**src/rtl/cipher_frame_tx_if.sv**
```systemverilog
// cipher_frame_tx_if
// Groups the encryption-core side and receiver side signals of the serial
// frame transmitter into one bundle.
//   master : drives ena, iCiphertext, iCiphertext_counter, iReady and
//            observes the transmitter outputs (encryption core / receiver side)
//   slave  : the transmitter itself
// Signals:
//   ena                  global enable, low freezes the transmitter
//   iCiphertext          ciphertext word (MSG_SIZE bits)
//   iCiphertext_counter  ciphertext bit counter ($clog2(MSG_SIZE)+1 bits)
//   iReady               receiver ready, low stalls the serial stream
//   oData_out            serial frame bit
//   oData_flag           oData_out carries a valid, consumed frame bit
//   oBusy                high from capture until the end of the gap cycle
//   oFrame_done          pulse on the last frame bit
//   oOverrun             sticky, a ciphertext word was dropped
interface cipher_frame_tx_if #(
  parameter int unsigned MSG_SIZE = 64
) ();
  localparam int unsigned CW = $clog2(MSG_SIZE) + 1;

  logic                ena;
  logic [MSG_SIZE-1:0] iCiphertext;
  logic [CW-1:0]       iCiphertext_counter;
  logic                iReady;
  logic                oData_out;
  logic                oData_flag;
  logic                oBusy;
  logic                oFrame_done;
  logic                oOverrun;

  modport master (
    output ena, iCiphertext, iCiphertext_counter, iReady,
    input  oData_out, oData_flag, oBusy, oFrame_done, oOverrun
  );

  modport slave (
    input  ena, iCiphertext, iCiphertext_counter, iReady,
    output oData_out, oData_flag, oBusy, oFrame_done, oOverrun
  );
endinterface

```
**src/rtl/cipher_frame_tx.sv**
```systemverilog
// cipher_frame_tx
// Captures each completed ciphertext word from the XOR encryption core and
// sends it on one pin as a framed packet: SYNC_BYTE, payload MSB-first and,
// when FRAME_CRC_EN is defined, a CRC-8 trailer (poly 0x07, init 0x00,
// computed over the payload bits only). One extra word can wait in a
// pending buffer; a word arriving while that buffer is full is dropped and
// flagged on oOverrun.
// Build option:
//   FRAME_CRC_EN  defined -> TRAILER state and CRC present (8+MSG_SIZE+8 bits)
//                 undefined -> frame is 8+MSG_SIZE bits, no CRC logic
// Ports:
//   clk    clock
//   rst_n  asynchronous active-low reset
//   bus    cipher_frame_tx_if.slave (see interface file for signal list)
module cipher_frame_tx #(
  parameter int unsigned MSG_SIZE  = 64,
  parameter logic [7:0]  SYNC_BYTE = 8'hA5
) (
  input logic              clk,
  input logic              rst_n,
  cipher_frame_tx_if.slave bus
);

  localparam int unsigned CW = $clog2(MSG_SIZE) + 1;

  typedef enum logic [2:0] {
    S_IDLE    = 3'd0,
    S_SYNC    = 3'd1,
    S_PAYLOAD = 3'd2,
`ifdef FRAME_CRC_EN
    S_TRAILER = 3'd3,
`endif
    S_GAP     = 3'd4
  } state_t;

`ifdef FRAME_CRC_EN
  localparam state_t LAST_ST = S_TRAILER;

  // One serial CRC-8 step, polynomial x^8+x^2+x+1, MSB-first.
  function automatic logic [7:0] crc8_step(input logic [7:0] crc, input logic bit_in);
    crc8_step = {crc[6:0], 1'b0} ^ (((crc[7] ^ bit_in) == 1'b1) ? 8'h07 : 8'h00);
  endfunction
`else
  localparam state_t LAST_ST = S_PAYLOAD;
`endif

  state_t              state_q, state_d;
  logic [6:0]          bit_idx_q, bit_idx_d;
  logic [MSG_SIZE-1:0] shift_q, shift_d;
  logic [MSG_SIZE-1:0] pend_q, pend_d;
  logic                pend_vld_q, pend_vld_d;
  logic                overrun_q, overrun_d;
  logic [CW-1:0]       cnt_prev_q, cnt_prev_d;
`ifdef FRAME_CRC_EN
  logic [7:0]          crc_q, crc_d;
`endif

  logic trig_s;
  logic in_frame_s;
  logic consume_s;
  logic data_s;
  logic last_bit_s;

  // Trigger is the rising edge of "counter reached MSG_SIZE".
  assign trig_s = (bus.iCiphertext_counter == CW'(MSG_SIZE)) &&
                  (cnt_prev_q != CW'(MSG_SIZE));

  assign in_frame_s = (state_q == S_SYNC) || (state_q == S_PAYLOAD)
`ifdef FRAME_CRC_EN
                      || (state_q == S_TRAILER)
`endif
                      ;

  // A bit is only consumed when enabled, the receiver is ready and a frame bit is presented.
  assign consume_s = bus.ena && bus.iReady && in_frame_s;

  // Current bit on the pin and whether it is the last one of its field.
  always_comb begin
    data_s     = 1'b0;
    last_bit_s = 1'b0;
    case (state_q)
      S_SYNC: begin
        data_s     = SYNC_BYTE[3'd7 - bit_idx_q[2:0]];
        last_bit_s = (bit_idx_q == 7'd7);
      end
      S_PAYLOAD: begin
        data_s     = shift_q[MSG_SIZE-1];
        last_bit_s = (bit_idx_q == 7'(MSG_SIZE - 1));
      end
`ifdef FRAME_CRC_EN
      S_TRAILER: begin
        data_s     = crc_q[7];
        last_bit_s = (bit_idx_q == 7'd7);
      end
`endif
      default: begin
        data_s     = 1'b0;
        last_bit_s = 1'b0;
      end
    endcase
  end

  // Next-state logic for the frame FSM, capture path and pending buffer.
  always_comb begin
    state_d    = state_q;
    bit_idx_d  = bit_idx_q;
    shift_d    = shift_q;
    pend_d     = pend_q;
    pend_vld_d = pend_vld_q;
    overrun_d  = overrun_q;
    cnt_prev_d = cnt_prev_q;
`ifdef FRAME_CRC_EN
    crc_d      = crc_q;
`endif
    if (bus.ena) begin
      cnt_prev_d = bus.iCiphertext_counter;
      case (state_q)
        S_IDLE: begin
          if (trig_s) begin
            shift_d   = bus.iCiphertext;
            state_d   = S_SYNC;
            bit_idx_d = 7'd0;
`ifdef FRAME_CRC_EN
            crc_d     = 8'h00;
`endif
          end else begin
            state_d = S_IDLE;
          end
        end
        S_SYNC: begin
          if (consume_s && last_bit_s) begin
            state_d   = S_PAYLOAD;
            bit_idx_d = 7'd0;
          end else if (consume_s) begin
            bit_idx_d = bit_idx_q + 7'd1;
          end else begin
            bit_idx_d = bit_idx_q;
          end
        end
        S_PAYLOAD: begin
          if (consume_s) begin
            shift_d = {shift_q[MSG_SIZE-2:0], 1'b0};
`ifdef FRAME_CRC_EN
            crc_d   = crc8_step(crc_q, shift_q[MSG_SIZE-1]);
`endif
            if (last_bit_s) begin
`ifdef FRAME_CRC_EN
              state_d = S_TRAILER;
`else
              state_d = S_GAP;
`endif
              bit_idx_d = 7'd0;
            end else begin
              bit_idx_d = bit_idx_q + 7'd1;
            end
          end else begin
            shift_d = shift_q;
          end
        end
`ifdef FRAME_CRC_EN
        S_TRAILER: begin
          if (consume_s) begin
            crc_d = {crc_q[6:0], 1'b0};
            if (last_bit_s) begin
              state_d   = S_GAP;
              bit_idx_d = 7'd0;
            end else begin
              bit_idx_d = bit_idx_q + 7'd1;
            end
          end else begin
            crc_d = crc_q;
          end
        end
`endif
        S_GAP: begin
          bit_idx_d = 7'd0;
`ifdef FRAME_CRC_EN
          crc_d     = 8'h00;
`endif
          if (pend_vld_q) begin
            // Promote the pending word; a same-cycle trigger refills the freed slot.
            shift_d = pend_q;
            state_d = S_SYNC;
            if (trig_s) begin
              pend_d     = bus.iCiphertext;
              pend_vld_d = 1'b1;
            end else begin
              pend_vld_d = 1'b0;
            end
          end else if (trig_s) begin
            // Nothing pending: the new word goes straight to the shift register.
            shift_d = bus.iCiphertext;
            state_d = S_SYNC;
          end else begin
            state_d = S_IDLE;
          end
        end
        default: begin
          state_d = S_IDLE;
        end
      endcase

      // Mid-frame trigger: buffer the word, or drop it when the buffer is taken.
      if (trig_s && in_frame_s) begin
        if (!pend_vld_q) begin
          pend_d     = bus.iCiphertext;
          pend_vld_d = 1'b1;
        end else begin
          overrun_d = 1'b1;
        end
      end else begin
        overrun_d = overrun_d;
      end
    end else begin
      cnt_prev_d = cnt_prev_q;
    end
  end

  // State and datapath registers.
  always_ff @(posedge clk or negedge rst_n) begin
    if (!rst_n) begin
      state_q    <= S_IDLE;
      bit_idx_q  <= 7'd0;
      shift_q    <= '0;
      pend_q     <= '0;
      pend_vld_q <= 1'b0;
      overrun_q  <= 1'b0;
      // Starting at MSG_SIZE means a counter already parked there after reset does not trigger.
      cnt_prev_q <= CW'(MSG_SIZE);
`ifdef FRAME_CRC_EN
      crc_q      <= 8'h00;
`endif
    end else begin
      state_q    <= state_d;
      bit_idx_q  <= bit_idx_d;
      shift_q    <= shift_d;
      pend_q     <= pend_d;
      pend_vld_q <= pend_vld_d;
      overrun_q  <= overrun_d;
      cnt_prev_q <= cnt_prev_d;
`ifdef FRAME_CRC_EN
      crc_q      <= crc_d;
`endif
    end
  end

  assign bus.oData_out   = data_s;
  assign bus.oData_flag  = consume_s;
  assign bus.oBusy       = (state_q != S_IDLE);
  assign bus.oFrame_done = consume_s && last_bit_s && (state_q == LAST_ST);
  assign bus.oOverrun    = overrun_q;

endmodule

```
**src/flat_wrapper.sv**
```systemverilog
// flat-port wrapper written by rule: the top's interface ports become plain ports
module cipher_frame_tx_flat 
#(
  parameter int unsigned MSG_SIZE  = 64,
  parameter logic [7:0]  SYNC_BYTE = 8'hA5
)
  (clk, rst_n, bus_ena, bus_iCiphertext, bus_iCiphertext_counter, bus_iReady, bus_oData_out, bus_oData_flag, bus_oBusy, bus_oFrame_done, bus_oOverrun);
  cipher_frame_tx_if #(.MSG_SIZE(MSG_SIZE)) bus_i ();
  input logic clk;
  input logic rst_n;
  input wire logic [$bits(bus_i.ena)-1:0] bus_ena;
  input wire logic [$bits(bus_i.iCiphertext)-1:0] bus_iCiphertext;
  input wire logic [$bits(bus_i.iCiphertext_counter)-1:0] bus_iCiphertext_counter;
  input wire logic [$bits(bus_i.iReady)-1:0] bus_iReady;
  output wire logic [$bits(bus_i.oData_out)-1:0] bus_oData_out;
  output wire logic [$bits(bus_i.oData_flag)-1:0] bus_oData_flag;
  output wire logic [$bits(bus_i.oBusy)-1:0] bus_oBusy;
  output wire logic [$bits(bus_i.oFrame_done)-1:0] bus_oFrame_done;
  output wire logic [$bits(bus_i.oOverrun)-1:0] bus_oOverrun;
  assign bus_i.ena = bus_ena;
  assign bus_i.iCiphertext = bus_iCiphertext;
  assign bus_i.iCiphertext_counter = bus_iCiphertext_counter;
  assign bus_i.iReady = bus_iReady;
  assign bus_oData_out = bus_i.oData_out;
  assign bus_oData_flag = bus_i.oData_flag;
  assign bus_oBusy = bus_i.oBusy;
  assign bus_oFrame_done = bus_i.oFrame_done;
  assign bus_oOverrun = bus_i.oOverrun;
  cipher_frame_tx #(.MSG_SIZE(MSG_SIZE), .SYNC_BYTE(SYNC_BYTE)) u_core (.clk(clk), .rst_n(rst_n), .bus(bus_i));
endmodule
```
**config.mk**
```make
export PLATFORM = sky130hd
export DESIGN_NAME = cipher_frame_tx_flat
export DESIGN_NICKNAME = d
export VERILOG_FILES = /design/src/rtl/cipher_frame_tx_if.sv /design/src/rtl/cipher_frame_tx.sv /design/src/flat_wrapper.sv
export SDC_FILE = /design/constraint.sdc
export NUM_CORES = 1
export LEC_CHECK = 0
export BUFFER_PORTS_ARGS = -buffer_cell sky130_fd_sc_hd__buf_2
export CAP_MARGIN = 10
export CORE_MARGIN = 3
export CORE_UTILIZATION = 34
export CTS_CLUSTER_DIAMETER = 80
export DETAILED_ROUTE_END_ITERATION = 6
export PLACE_DENSITY = 0.54
export SLEW_MARGIN = 20
export SYNTH_ARGS = -nofsm -noshare
export SYNTH_HDL_FRONTEND = slang
export SYNTH_SLANG_ARGS = --single-unit
```
**constraint.sdc**
```tcl
create_clock -name clk -period 1.8 [get_ports clk]
set_input_delay 0.18 -clock clk [delete_from_list [all_inputs] [get_ports clk]]
set_output_delay 0.18 -clock clk [all_outputs]
set_load 0.05 [all_outputs]
```
Word level (Yosys, flattened, before mapping)

Memories as Yosys holds them, arrays and structs flattened.
Cells that the tools add are included.

Flip-flop bits (word level): 147
ROM bits: 8
Bits of input ports: 75
Output and inout bits: 5
Logic and storage cells: 67
Memories: 1

Add/sub/neg operators: 2
Order comparisons: 1
Equality and inequality tests: 12
Mux-type cells: 29
Reductions and logical operators: 15

Memories:

| memory          | words | bits a word | read ports | clocked after memory_dff | write ports | RTL line              | text |
|---|---|---|---|---|---|---|---|
| (no name shown) | 8     | 1           | 1          | 0                        | 0           | cipher_frame_tx.sv:83 | `data_s = SYNC_BYTE[3'd7 - bit_idx_q[2:0]];` |

Operators by type and width:

| kind                                                                          | number |
|---|---|
| 64-bit 2-to-1 mux                                                             | 8 |
| 64-bit case mux with 3 select lines                                           | 1 |
| 7-bit 2-to-1 mux                                                              | 5 |
| 7-bit case mux with 4 select lines                                            | 1 |
| 3-bit 2-to-1 mux                                                              | 4 |
| 3-bit case mux with 4 select lines                                            | 1 |
| 7-bit by 1-bit adder with 7-bit output (second input constant)                | 1 |
| 7-bit by 3-bit equality test with 1-bit output (second input constant)        | 1 |
| 7-bit by 6-bit equality test with 1-bit output (second input constant)        | 1 |
| 7-bit equality test (second input constant)                                   | 1 |
| 1-bit 2-to-1 mux                                                              | 7 |
| 7-bit != test (second input constant)                                         | 1 |
| 1-bit logical AND                                                             | 6 |
| 2-bit by 1-bit != test with 1-bit output (second input constant)              | 3 |
| 3-bit AND reduction                                                           | 2 |
| 3-bit nonzero test                                                            | 2 |
| 5-bit AND reduction                                                           | 1 |
| 3-bit by 4-bit less-than comparator with 1-bit output (second input constant) | 1 |
| 1-bit case mux with 2 select lines                                            | 2 |
| 4-bit AND reduction                                                           | 1 |
| 4-bit nonzero test                                                            | 1 |
| 3-bit by 1-bit equality test with 1-bit output (second input constant)        | 1 |
| 3-bit by 2-bit equality test with 1-bit output (second input constant)        | 1 |
| 3-bit equality test (second input constant)                                   | 1 |
| 5 further kinds                                                               | 5 |

Longest topological paths before layout

Depth after elaboration: 7
Mapped depth: 8
Gate-level depth less buffers: 6

Worst setup path before layout

Ideal clock, no wire load.

Path kind: register to output
Start: reg u_core.state_q[2]
End: out bus_oFrame_done
Arrival time: 2.353 ns
Required time: 1.620 ns
Slack: -0.733 ns
Stages on the path, launching flop included: 6
Buffers on the path: 2
Cell sequence: dfrtp_1 nor3b_2 clkbuf_1 clkbuf_1 nand2_1 nor3_1

Word-level cells in the longest chain between the ends: 5
Elaborated cells on any way between the ends: 7
Classes of those cells: eq/ne (2); mux (1); reduce/logical (4)

RTL lines:

| what                                                                                   | RTL line               | text |
|---|---|---|
| start, declared                                                                        | cipher_frame_tx.sv:47  | `state_t state_q, state_d;` |
| start signal, assigned                                                                 | cipher_frame_tx.sv:234 | `state_q <= state_d;` |
| branches (longest 4 deep; another with 3-bit by 2-bit equality test with 1-bit output) | n/a                    |  |
| 1-bit logical AND *                                                                    | cipher_frame_tx.sv:250 | `assign bus.oFrame_done = consume_s && last_bit_s && (state_q == LAST_ST);` |
| end, declared                                                                          | flat_wrapper.sv:18     | `output wire logic [$bits(bus_i.oFrame_done)-1:0] bus_oFrame_done;` |

Every way passes the cells marked *.

Worst setup path in the final report

Start: reg u_core.state_q[0]
End: out bus_oFrame_done

The elaborated chain is that of the path after synthesis.

==> reports/results.txt <==
CP Class = register to primary output
Mux contribution to synthesized area = 0.147
Worst reg2reg path depth = 10
Clk slew on worst S/H paths = 60 ps
CP most frequent cell = buf_6
Global route total overflow = 0
Status = finished with violations
Avg Synthesized Cell Area = 12.3 um^2
Fin Setup TNS = -38480 ps
Critical Path Fanout Max = 2
CP startpoint = u_core.state_q[0]$_DFFE_PN0P_
Ys Warns = 0
Min-Delay Path Class = primary input to register
Synth Flop Type = dfrtp_1
Top cells by area, synth = dfrtp_1, a222oi_1, mux2_4, o21ai_0, nand2_1
IO Pins = 80
Post-DR wirelength/cell = 21.2 um
Setup ws final = -385 ps
CTS root buffer = clkbuf_16
RSZ-0062 raised after global routing = yes
Delay-heaviest family, CP = simple AND/OR/NAND/NOR gates
Critical Path Sink = bus_oFrame_done
Netlist cell types = 47
FF-to-FF Start = u_core.state_q[1]$_DFFE_PN0P_
Top-count cell post-synth = dfrtp_1
Num Clock Sinks = 147
Synth Area in Simple Gates = 0.0747
Share of the synthesized area in the top cell type = 0.547
GR peak layer = met2
Critical path's slowest cell = dfrtp_1
Drt first pass iters = 7
Pwr Density = 779 nW/um^2
Die Span Y = 146 um
Met1 usage = 0.262
Initial antenna violation count = 0
Worst setup SP type = register
WL final = 21600 um
Setup slack, reg-to-reg = -360 ps
WP data arrival = 2000 ps
Fin area = 10400 um^2
Achievable Freq = 0.458 GHz
Via count = 5689
Post-layout total power = 0.00808 W
Antenna-violating nets left = 0
Drt drc = 0
Layout Nets = 822
Hold Worst Slack = 9.36 ps
Num rows = 50
Largest family of logic cells by synthesized area = compound AO/OA/AOI/OAI gates
Maximum VDD drop = 0.574 mV
Dpl cell area = 7600 um^2
Slew headroom = 0.717
Largest net degree at the start of global routing = 53
GRT Total Usage = 0.197
Post-Route Skew = 8.22 ps
Met2 GRT Util = 0.321
Synth Area in Adders = 0.00187
Placed cells = 879
Area leader, netlist = dfrtp_1
Clock Path Buffers = 2
Vias in the first global route = 5899
IO buf count = 79
Period minus WS final = 2180 ps
Final period util = 1.21
Final setup viols = 139
RR Endpoint = u_core.shift_q[17]$_DFFE_PN0P_
Stages on worst setup path = 6
CP max stage delay = 410 ps
Synthesized flop and latch total = 147
Seq/Total Area, Yosys = 0.551
CTS H-tree lvls = 4
Synth Net Count = 619
Drt first-iter violations = 745
GPL Wtd Cong = 0.753
Synthesized instance count = 543
WP data required = 1620 ps
Crit-path cells = nor3b_4 -> mux2i_1 -> or3_4 -> buf_6 -> nor3_4 -> buf_6
CP Buf/Inv Count = 2
Worst-skew pair later-pin latency = 430 ps
Ys async rst share = 1.00
Top cells by count, synth = dfrtp_1, nand2_1, o21ai_0
Violated checks = setup timing
Synthesized area = 6680 um^2
Initial Utilization = 0.351
Max-Cap Viols = 0
First-pass GRT wire length = 33400 um
Synth Area in Compound Gates = 0.179
N_diodes = 0
Post-Synth XOR/XNOR Area = 0.00131
CTS Buf Count = 17
Fill cells = 1585
Die ar. = 21400 um^2
Endpoints failing hold = 0
Vias per inst = 5.58
Core Area = 19000 um^2
CP Capture Type = primary output
Area Growth Syn to Fin = 55.3%
Share of layout cells above drive strength 1 = 0.518
Post-synth EDFFs = 0
GR Util met3 = 0.0462
Post-route insts no fill = 1019
CTS tree = built
Pleak = 4.62 nW
DP HPWL = 10400 um
Slew @ Worst Pin = 425 ps
Die Width = 146 um
Final Max Tran Viols = 0
## per-layer routing
layer | wire (um) | up-vias | share of wire
met5 | 0 | - | 0
met4 | 473 | 0 | 0.022
met3 | 1420 | 41 | 0.066
met2 | 10600 | 227 | 0.49
met1 | 9110 | 2909 | 0.42
li1 | - | 2512 | -
## metrics by stage
stage          setup WS, ps  utilization
2_1_floorplan          -171            -
3_3_place_gp           -333        0.400
3_5_place_dp           -382        0.400
4_1_cts                -380        0.528
5_1_grt                -492        0.545
6_report               -385        0.545
## power breakdown
part | switching (W) | internal (W)
combinational | 0.000336 | 0.000361
clock | 0.00137 | 0.00239
sequential | 0.000143 | 0.00348
total | 0.00185 | 0.00623
## placed cells by master (no fill, tap or decap), drive strengths merged, types with 6 or more instances in the layout
cell,Yosys,layout
a21oi,7,7
dlygate4sd3,0,43
clkbuf,28,24
a222oi,63,63
and3,6,6
dfrtp,146,146
mux2,72,72
buf,20,188
nor2,9,9
o21ai,69,69
nand2,73,73
## cell type report
type                       instances  area [um^2]  area share
tap                              260          325      0.0314
multi-input combinational        345         3320       0.320
timing repair buffer             232         2410       0.232
sequential                       147         3680       0.355
clock inverter                     9          153      0.0147
clock buffer                      23          468      0.0451
inverter                           3         11.3     0.00109
## cells by family after synthesis
logic type | count (synthesis)
compound gates | 158
flops | 147
simple gates | 111
mux | 74
buf+inv | 51
xor+xnor | 1
fa+ha+maj | 1
## sequential cells by signal, summed over array words and instances, names as in the netlist
register / count
u_core.pend_q: 64
u_core.bit_idx_q: 7
u_core.pend_vld_q: 1
u_core.state_q: 3
u_core.cnt_prev_q: 7
u_core.shift_q: 64
u_core.bus.oOverrun: 1
## worst min-delay path by stage
stage / startpoint / endpoint / slack (ps) / cells past startpoint
2_1_floorplan: rst_n / u_core.bit_idx_q[0]$_DFFE_PN0P_ / -120 / 0
3_3_place_gp: rst_n / u_core.pend_q[19]$_DFFE_PN0P_ / 80 / 1
3_5_place_dp: rst_n / u_core.pend_q[18]$_DFFE_PN0P_ / 80 / 1
4_1_cts: bus_iCiphertext[13] / u_core.pend_q[13]$_DFFE_PN0P_ / 0.08 / 2
5_1_grt: bus_iCiphertext[24] / u_core.pend_q[24]$_DFFE_PN0P_ / 4 / 2
6_report: bus_iCiphertext[48] / u_core.pend_q[48]$_DFFE_PN0P_ / 9 / 2
## repair_timing
item                                    in CTS  in global routing
resized for setup                          186                128
buffers inserted                            44                 18
pin swaps                                   95                 62
cloned                                      21                  1
endpoints found under the setup margin     136                141
hold buffers                                42                  1
hold endpoints to repair                   142                  1
Power figures use the tool's default switching activity.
